`src/rtl/cart_discrete.sv`:
```
// Discrete-logic NES mapper (NROM / CNROM / UNROM / GxROM) with a small write-commit FSM.
// Define MAPPER_BUS_CONFLICT_EN to AND written data with the ROM byte at the write address.
module cart_discrete #(
  parameter int MODE          = 1,
  parameter int PRG_BANK_BITS = 3,
  parameter int CHR_BANK_BITS = 2,
  parameter int MIRROR_V      = 0,
  parameter int CHR_RAM       = 0,
  parameter int ROM_LATENCY   = 1
) (
  input  logic                       clk_in,
  input  logic                       rst_in,
  input  logic                       prg_nce_in,
  input  logic [14:0]                prg_a_in,
  input  logic                       prg_r_nw_in,
  input  logic [7:0]                 prg_d_in,
  output logic [7:0]                 prg_d_out,
  input  logic [13:0]                chr_a_in,
  input  logic                       chr_r_nw_in,
  input  logic [7:0]                 chr_d_in,
  output logic [7:0]                 chr_d_out,
  output logic                       ciram_nce_out,
  output logic                       ciram_a10_out,
  output logic [PRG_BANK_BITS+13:0]  prg_mem_a_out,
  input  logic [7:0]                 prg_rom_d_in,
  output logic [CHR_BANK_BITS+12:0]  chr_mem_a_out,
  input  logic [7:0]                 chr_mem_d_in,
  output logic [7:0]                 chr_mem_d_out,
  output logic                       chr_ram_we_out,
  output logic                       busy_out
);

  // state  | meaning
  // IDLE   | waiting for a CPU write edge
  // FETCH  | ROM byte at the write address settling (bus-conflict build only)
  // COMMIT | decode the effective value into the bank registers

  localparam int P  = PRG_BANK_BITS;
  localparam int C  = CHR_BANK_BITS;
  localparam int PA = P + 14;

`ifdef MAPPER_BUS_CONFLICT_EN
  localparam bit CONFLICT = 1'b1;
`else
  localparam bit CONFLICT = 1'b0;
`endif

  localparam logic [1:0]   FETCH_LAST = 2'(ROM_LATENCY - 1);
  localparam logic [P-1:0] GX_MASK    = ~(P'(1) << (P - 1));

  typedef enum logic [1:0] {
    IDLE   = 2'd0,
    FETCH  = 2'd1,
    COMMIT = 2'd2
  } state_t;

  state_t         state_q, state_d;
  logic           wr_q, wr_d;
  logic [7:0]     wd_q, wd_d;
  logic [14:0]    wa_q, wa_d;
  logic [1:0]     cnt_q, cnt_d;
  logic [P-1:0]   prg_bank_q, prg_bank_d;
  logic [C-1:0]   chr_bank_q, chr_bank_d;
  logic           busy_q, busy_d;

  logic           wr;
  logic           wr_edge;
  logic [C-1:0]   chr_bank_eff;

  assign wr      = ~prg_nce_in & ~prg_r_nw_in;
  assign wr_edge = wr & ~wr_q;

  function automatic logic [PA-1:0] map_prg(input logic [14:0] a, input logic [P-1:0] bank);
    logic [PA-1:0] m;
    case (MODE)
      2:       m = a[14] ? {{P{1'b1}}, a[13:0]} : {bank, a[13:0]};
      3:       m = (PA'(bank) << 15) | PA'(a);
      default: m = PA'(a);
    endcase
    return m;
  endfunction

  always_comb begin
    state_d    = state_q;
    wr_d       = wr;
    wd_d       = wd_q;
    wa_d       = wa_q;
    cnt_d      = cnt_q;
    prg_bank_d = prg_bank_q;
    chr_bank_d = chr_bank_q;

    case (state_q)
      IDLE: begin
        if (wr_edge) begin
          wd_d  = prg_d_in;
          wa_d  = prg_a_in;
          cnt_d = FETCH_LAST;
          if (CONFLICT) state_d = FETCH;
          else          state_d = COMMIT;
        end
      end
      FETCH: begin
        // The ROM drives the bus too; the data bus ends up as the wired-AND of both.
        if (cnt_q == 2'd0) begin
          wd_d    = wd_q & prg_rom_d_in;
          state_d = COMMIT;
        end else begin
          cnt_d = cnt_q - 2'd1;
        end
      end
      COMMIT: begin
        state_d = IDLE;
        case (MODE)
          1: chr_bank_d = C'(wd_q);
          2: prg_bank_d = P'(wd_q);
          3: begin
            prg_bank_d = P'(wd_q[5:4]) & GX_MASK;
            chr_bank_d = C'(wd_q[1:0]);
          end
          default: ;
        endcase
      end
      default: state_d = IDLE;
    endcase

    // Busy also covers the first cycle in which the new bank is visible.
    busy_d = (state_d != IDLE) | (state_q != IDLE);
  end

  always_ff @(posedge clk_in or posedge rst_in) begin
    if (rst_in) begin
      state_q    <= IDLE;
      wr_q       <= 1'b0;
      wd_q       <= '0;
      wa_q       <= '0;
      cnt_q      <= '0;
      prg_bank_q <= '0;
      chr_bank_q <= '0;
      busy_q     <= 1'b0;
    end else begin
      state_q    <= state_d;
      wr_q       <= wr_d;
      wd_q       <= wd_d;
      wa_q       <= wa_d;
      cnt_q      <= cnt_d;
      prg_bank_q <= prg_bank_d;
      chr_bank_q <= chr_bank_d;
      busy_q     <= busy_d;
    end
  end

  assign chr_bank_eff = (MODE == 1 || MODE == 3) ? chr_bank_q : '0;

  assign prg_mem_a_out  = (CONFLICT && state_q == FETCH) ? map_prg(wa_q, prg_bank_q)
                                                          : map_prg(prg_a_in, prg_bank_q);
  assign chr_mem_a_out  = {chr_bank_eff, chr_a_in[12:0]};
  assign prg_d_out      = (~prg_nce_in & prg_r_nw_in) ? prg_rom_d_in : 8'h00;
  assign chr_d_out      = chr_a_in[13] ? 8'h00 : chr_mem_d_in;
  assign ciram_nce_out  = ~chr_a_in[13];
  assign ciram_a10_out  = (MIRROR_V != 0) ? chr_a_in[10] : chr_a_in[11];
  assign chr_mem_d_out  = chr_d_in;
  assign chr_ram_we_out = (CHR_RAM != 0) & ~chr_a_in[13] & ~chr_r_nw_in;
  assign busy_out       = busy_q;

endmodule

```
`config.mk`:
```
export PLATFORM = sky130hd
export DESIGN_NAME = cart_discrete
export DESIGN_NICKNAME = d
export VERILOG_FILES = /design/src/rtl/cart_discrete.sv
export SDC_FILE = /design/constraint.sdc
export NUM_CORES = 1
export LEC_CHECK = 0
export CORE_UTILIZATION = 22
export CTS_CLUSTER_DIAMETER = 200
export DETAILED_ROUTE_END_ITERATION = 8
export PLACE_DENSITY = 0.78
export RECOVER_POWER = 100
export SLEW_MARGIN = 20
export SYNTH_ARGS = -nofsm -noshare
export SYNTH_HDL_FRONTEND = slang
export SYNTH_SLANG_ARGS = --single-unit
```
`constraint.sdc`:
```
create_clock -name clk_in -period 1.16 [get_ports clk_in]
set_input_delay 0.348 -clock clk_in [delete_from_list [all_inputs] [get_ports clk_in]]
set_output_delay 0.348 -clock clk_in [all_outputs]
set_load 0.02 [all_outputs]
```
# Word-level counts from Yosys, hierarchy flattened
# Cells that the tools add are included.
word_totals:
  ff_bits: 16
  in_bits: 66
  output_inout_bits: 60
  wordCells: 39
op_classes:
  add_sub_neg: 1
  eq_ne: 5
  mux: 11
  bitwise: 9
  reduce_logical: 7
ops:
  columns: ["cell", "count"]
  rows:
  - ["$mux 8", 4]
  - ["$pmux 8 s2", 1]
  - ["$and 8x8->8", 1]
  - ["$mux 2", 4]
  - ["$pmux 2 s2", 2]
  - ["$ne 2x2->1 const B", 3]
  - ["$reduce_and 3->1", 2]
  - ["$reduce_bool 2->1", 3]
  - ["$logic_not 2->1", 2]
  - ["$not 1->1", 4]
  - ["$and 1x1->1", 3]
  - ["$eq 2x1->1 const B", 1]
  - ["$eq 2x2->1 const B", 1]
  - ["$sub 2x1->2 const B", 1]
  - ["$or 1x1->1", 1]

# Logic depth before layout (Yosys ltp)
logic_depth:
  word_depth: 7
  ltp_mapped: 5
  ltp_nobuf: 5

# Worst setup path after synthesis
# No wires, ideal clock.
synth_timing:
  kind: "flip-flop to flip-flop"
  startpoint: "register cnt_q[0]"
  endpoint: "register cnt_q[0]"
  setup_ns: 0.121
  t_arrival_ns: 1.073
  required_time_ns: 1.039
  setup_slack_ns: -0.034
  stages_incl_launch_ff: 6
  path_buffers: 0
  synth_period_minus_slack_ns: 1.194
  path_cell_list: "dfrtp_1 -> inv_1 -> ha_1 -> nor3_1 -> a21o_1 -> a22o_1"
synth_via:
  elab_chain_cells: 3
  elab_cells_between_ends: 6
  cone_classes: "1 x add/sub; 1 x eq/ne; 2 x mux; 2 x reduce/logical"
synth_lines:
  columns: ["item", "line", "text"]
  rows:
  - ["start, declared", "61", "logic [1:0] cnt_q, cnt_d;"]
  - ["start signal, assigned", "145", "cnt_q <= cnt_d;"]
  - ["$sub 2x1->2 or $logic_not 2->1 (tied branches)", "108, 104", null]
  - ["$mux 2 or $ne 2x2->1 (tied branches)", null, null]
  - ["$pmux 2 s2 or $reduce_and 3->1 (tied branches)", null, null]
# Parallel ways exist; a longest one is shown, timed or not. The select of a mux whose other input is x is not followed.
# A chain may end at the register's enable or synchronous reset.

# Worst setup path after layout
layout_timing:
  startpoint: "input prg_nce_in"
  endpoint: "output prg_d_out[4]"
layout_via:
  elab_chain_cells: 3
layout_lines:
  columns: ["item", "line", "text"]
  rows:
  - ["start, declared", "13", "input logic prg_nce_in,"]
  - ["$not 1->1", "157", "assign prg_d_out = (~prg_nce_in & prg_r_nw_in) ? prg_rom_d_in : 8'h00;"]
  - ["$and 1x1->1", "157", null]
  - ["$mux 8", "157", null]
  - ["end, declared", "17", "output logic [7:0] prg_d_out,"]
# No other way between the ends.

==> flow_summary_export.csv <==
group,metric,value,unit
die,rows,22,
global_routing,grt_pass1_wl,2590,µm
sta,fin_crit,1.32,ns
clock_network,cts_hold_buf,0,
clock_network,clk_latency,0.23,ns
synth,syn_area_per_cell,8.87,µm²
die,core,3770,µm²
sta,fmax,756,MHz
die,start_util,23.5,%
power_and_ir_drop,powerDensity,892,nW/µm²
synth,synth_cell_type_count,26,
global_routing,grt_antenna_before_repair,0,
global_routing,grt_pass1_vias,650,
clock_network,cts_made_buffers,3,
sta,hold_ws,0.351,ns
route,wirelength,1710,µm
clock_network,clk_path_buf_depth,2,
finish,final_cell_mix,"buf_4 (16), buf_6 (12), dfrtp_1 (10), and2_4 (8), dlygate4sd2_1 (8)",
critical_path,cp-start-kind,"input pin",
critical_path,crit_path_end_kind,"primary output",
finish,num_antenna_cells,0,
synth,synth_warnings,0,
sta,setup_viol,10,
worst_hold_path,hp-class,"input pin to register",
worst_hold_path,hold_depth,3,
place,port_buffers,42,
clock_network,path_clk_slew,0.04,ns
power_and_ir_drop,finalPower,1080,µW
place,dpl_worst_slack,-1.03,ns
power_and_ir_drop,vdd_ir_drop_max,297,µV
synth,synth_area_leaders,"buf_4 (34%), dfrtp_1 (28%), and2_1 (6.3%)",
clock_network,h-tree-depth,1,
route,drcViolationCount,0,
clock_network,cts_tree,"done",
place,place_area,1160,µm²
route,drt_iter0_drc,14,
flow_run,maxCapViolCount,0,
synth,synth.yosys.seq_area_share,28.2,%
global_routing,grt_max_degree,11,
critical_path,crit_required,0.81,ns
sta,rsz0062_at_grt,"yes",
synth,synth_cells,100,
power_and_ir_drop,p_leak,0.000587,µW
sta,clock_skew,0.00353,ns
die,die_width,65.5,µm
outcome,status,"complete, but fails checks",
global_routing,grtUsageTotal,7.92,%
clock_network,root_buffer,"clkbuf_8",
route,drtPass1Iterations,2,
critical_path,critPathKind,"input pin to primary output",
global_routing,overflow,0,
critical_path,reg2regPathDepth,3,
finish,syn_to_final_growth,36.1,%
synth,synth_top_area_share,33.9,%
die,die_area,4290,µm²
finish,drive_gt1_share,49.6,%
finish,finish.instance_area,1210,µm²
sta,fin_crit_sh,114,%
die,die_y,65.5,µm
synth,ys_ff_latch,10,
place,hpwl,1310,µm
sta,setup_ws,-0.162,ns
sta,hold_viol_final,0,
route,num_vias,648,
die,io_pins,126,
route,antenna_left,0,
place,place_congestion,0.736,
outcome,violations,"setup timing",
synth,synth_area_leader_cell,"buf_4",
finish,final_common_cell,"buf_4",
route,wl_per_cell,10.4,µm
critical_path,cp.arrival,0.97,ns
clock_network,cts.sinks,10,
synth,synthesis.area,887,µm²
finish,nets,187,
critical_path,cp_max_fo,8,
sta,slew_violations,0,
route,viasPerCell,3.93,
[path summary, 6_finish.rpt]
check,startpoint,slack [ns],end
max in group asynchronous,rst_in,0.34,wd_q[0]$_DFFE_PP0P_
max,prg_nce_in,-0.16,prg_d_out[4]
max reg2reg,wr_q$_DFF_PP0_,-0.05,cnt_q[1]$_DFFE_PP0P_
min in group asynchronous,rst_in,0.54,chr_bank_eff[1]$_DFFE_PP0N_
min reg2reg,wd_q[0]$_DFFE_PP0P_,0.50,chr_bank_eff[0]$_DFFE_PP0N_
min,prg_nce_in,0.35,wr_q$_DFF_PP0_
[cell families (layout without fill, tap and decap cells)]
logic type	Yosys count	in the layout	share of synthesized area, %
muxes	3	3	3.67
and+or+nand+nor	30	30	22.0
buffers and inverters	45	60	36.1
AOI/OAI and AO/OA	9	9	6.77
DFF	10	10	28.2
adders and majority gates	2	2	2.82
other	1	3	0.423
[where the power goes]
group	internal, µW	switching (µW)	leakage, µW
combinational	166	152	0.000435
sequential	390	22.2	0.000131
clock	226	121	0.0000216
total	782	295	0.000587
[sequential cells by signal, indices dropped and copies added, names as in the netlist]
register and flops:
chr_bank_eff 2, state_q 2, cnt_q 2, wd_q 2, busy_out 1, wr_q 1
[metrics by stage]
step / std cells / TNS (ns) / utilization, %
2_1_floorplan: 102 / 0 / -
3_3_place_gp: 160 / -18.29 / 30.8
3_5_place_dp: 160 / -18.37 / 30.8
4_1_cts: 164 / -1.40 / 31.4
5_1_grt: 165 / -1.91 / 32.0
6_report: 165 / -1.38 / 32.0
[critical path, cell delays in order]
cell     delay (ns)
buf_6          0.09
and2b_4        0.28
and2_4         0.15
buf_6          0.11
[layer usage]
layer  GRT usage, %  part of all wire, %  up-vias
li1               -                    -      309
met1           7.90                   39      295
met2           13.1                   48       32
met3           3.13                   11       12
met4           5.98                  1.9        0
met5              0                    0        -
[synthesized netlist by cell type]
library cell,instances
nand2b_4,1
inv_1,4
nand3b_1,1
nand3_1,2
dfrtp_1,10
a22o_1,2
and2b_1,1
buf_4,40
o21ai_0,2
and2_1,9
nor3_4,1
nand2b_1,1
nor3b_1,1
conb_1,1
nor2b_1,8
o31ai_1,1
mux2_2,2
nor2_1,3
nor3_1,1
o21ai_1,2
o21bai_1,1
mux2i_1,1
nand2_1,1
ha_1,2
buf_2,1
a21o_1,1
[timing repair]
action                                  CTS  global route
pin swaps                                 9             4
endpoints found under the hold margin     0             0
resized for setup                       153            15
setup buffers                             1             1
cloned                                    0             0
endpoints found under the setup margin   26            16
[layout make-up]
type / instances / area, µm²
Inverter: 4 / 15.0
Multi-Input combinational cell: 47 / 382
Tap cell: 48 / 60.1
Fill cell: 400 / 2560
Sequential cell: 10 / 250
Clock buffer: 3 / 41.3
Timing Repair Buffer: 53 / 459
Note: power is estimated with default switching activity, not from simulation.
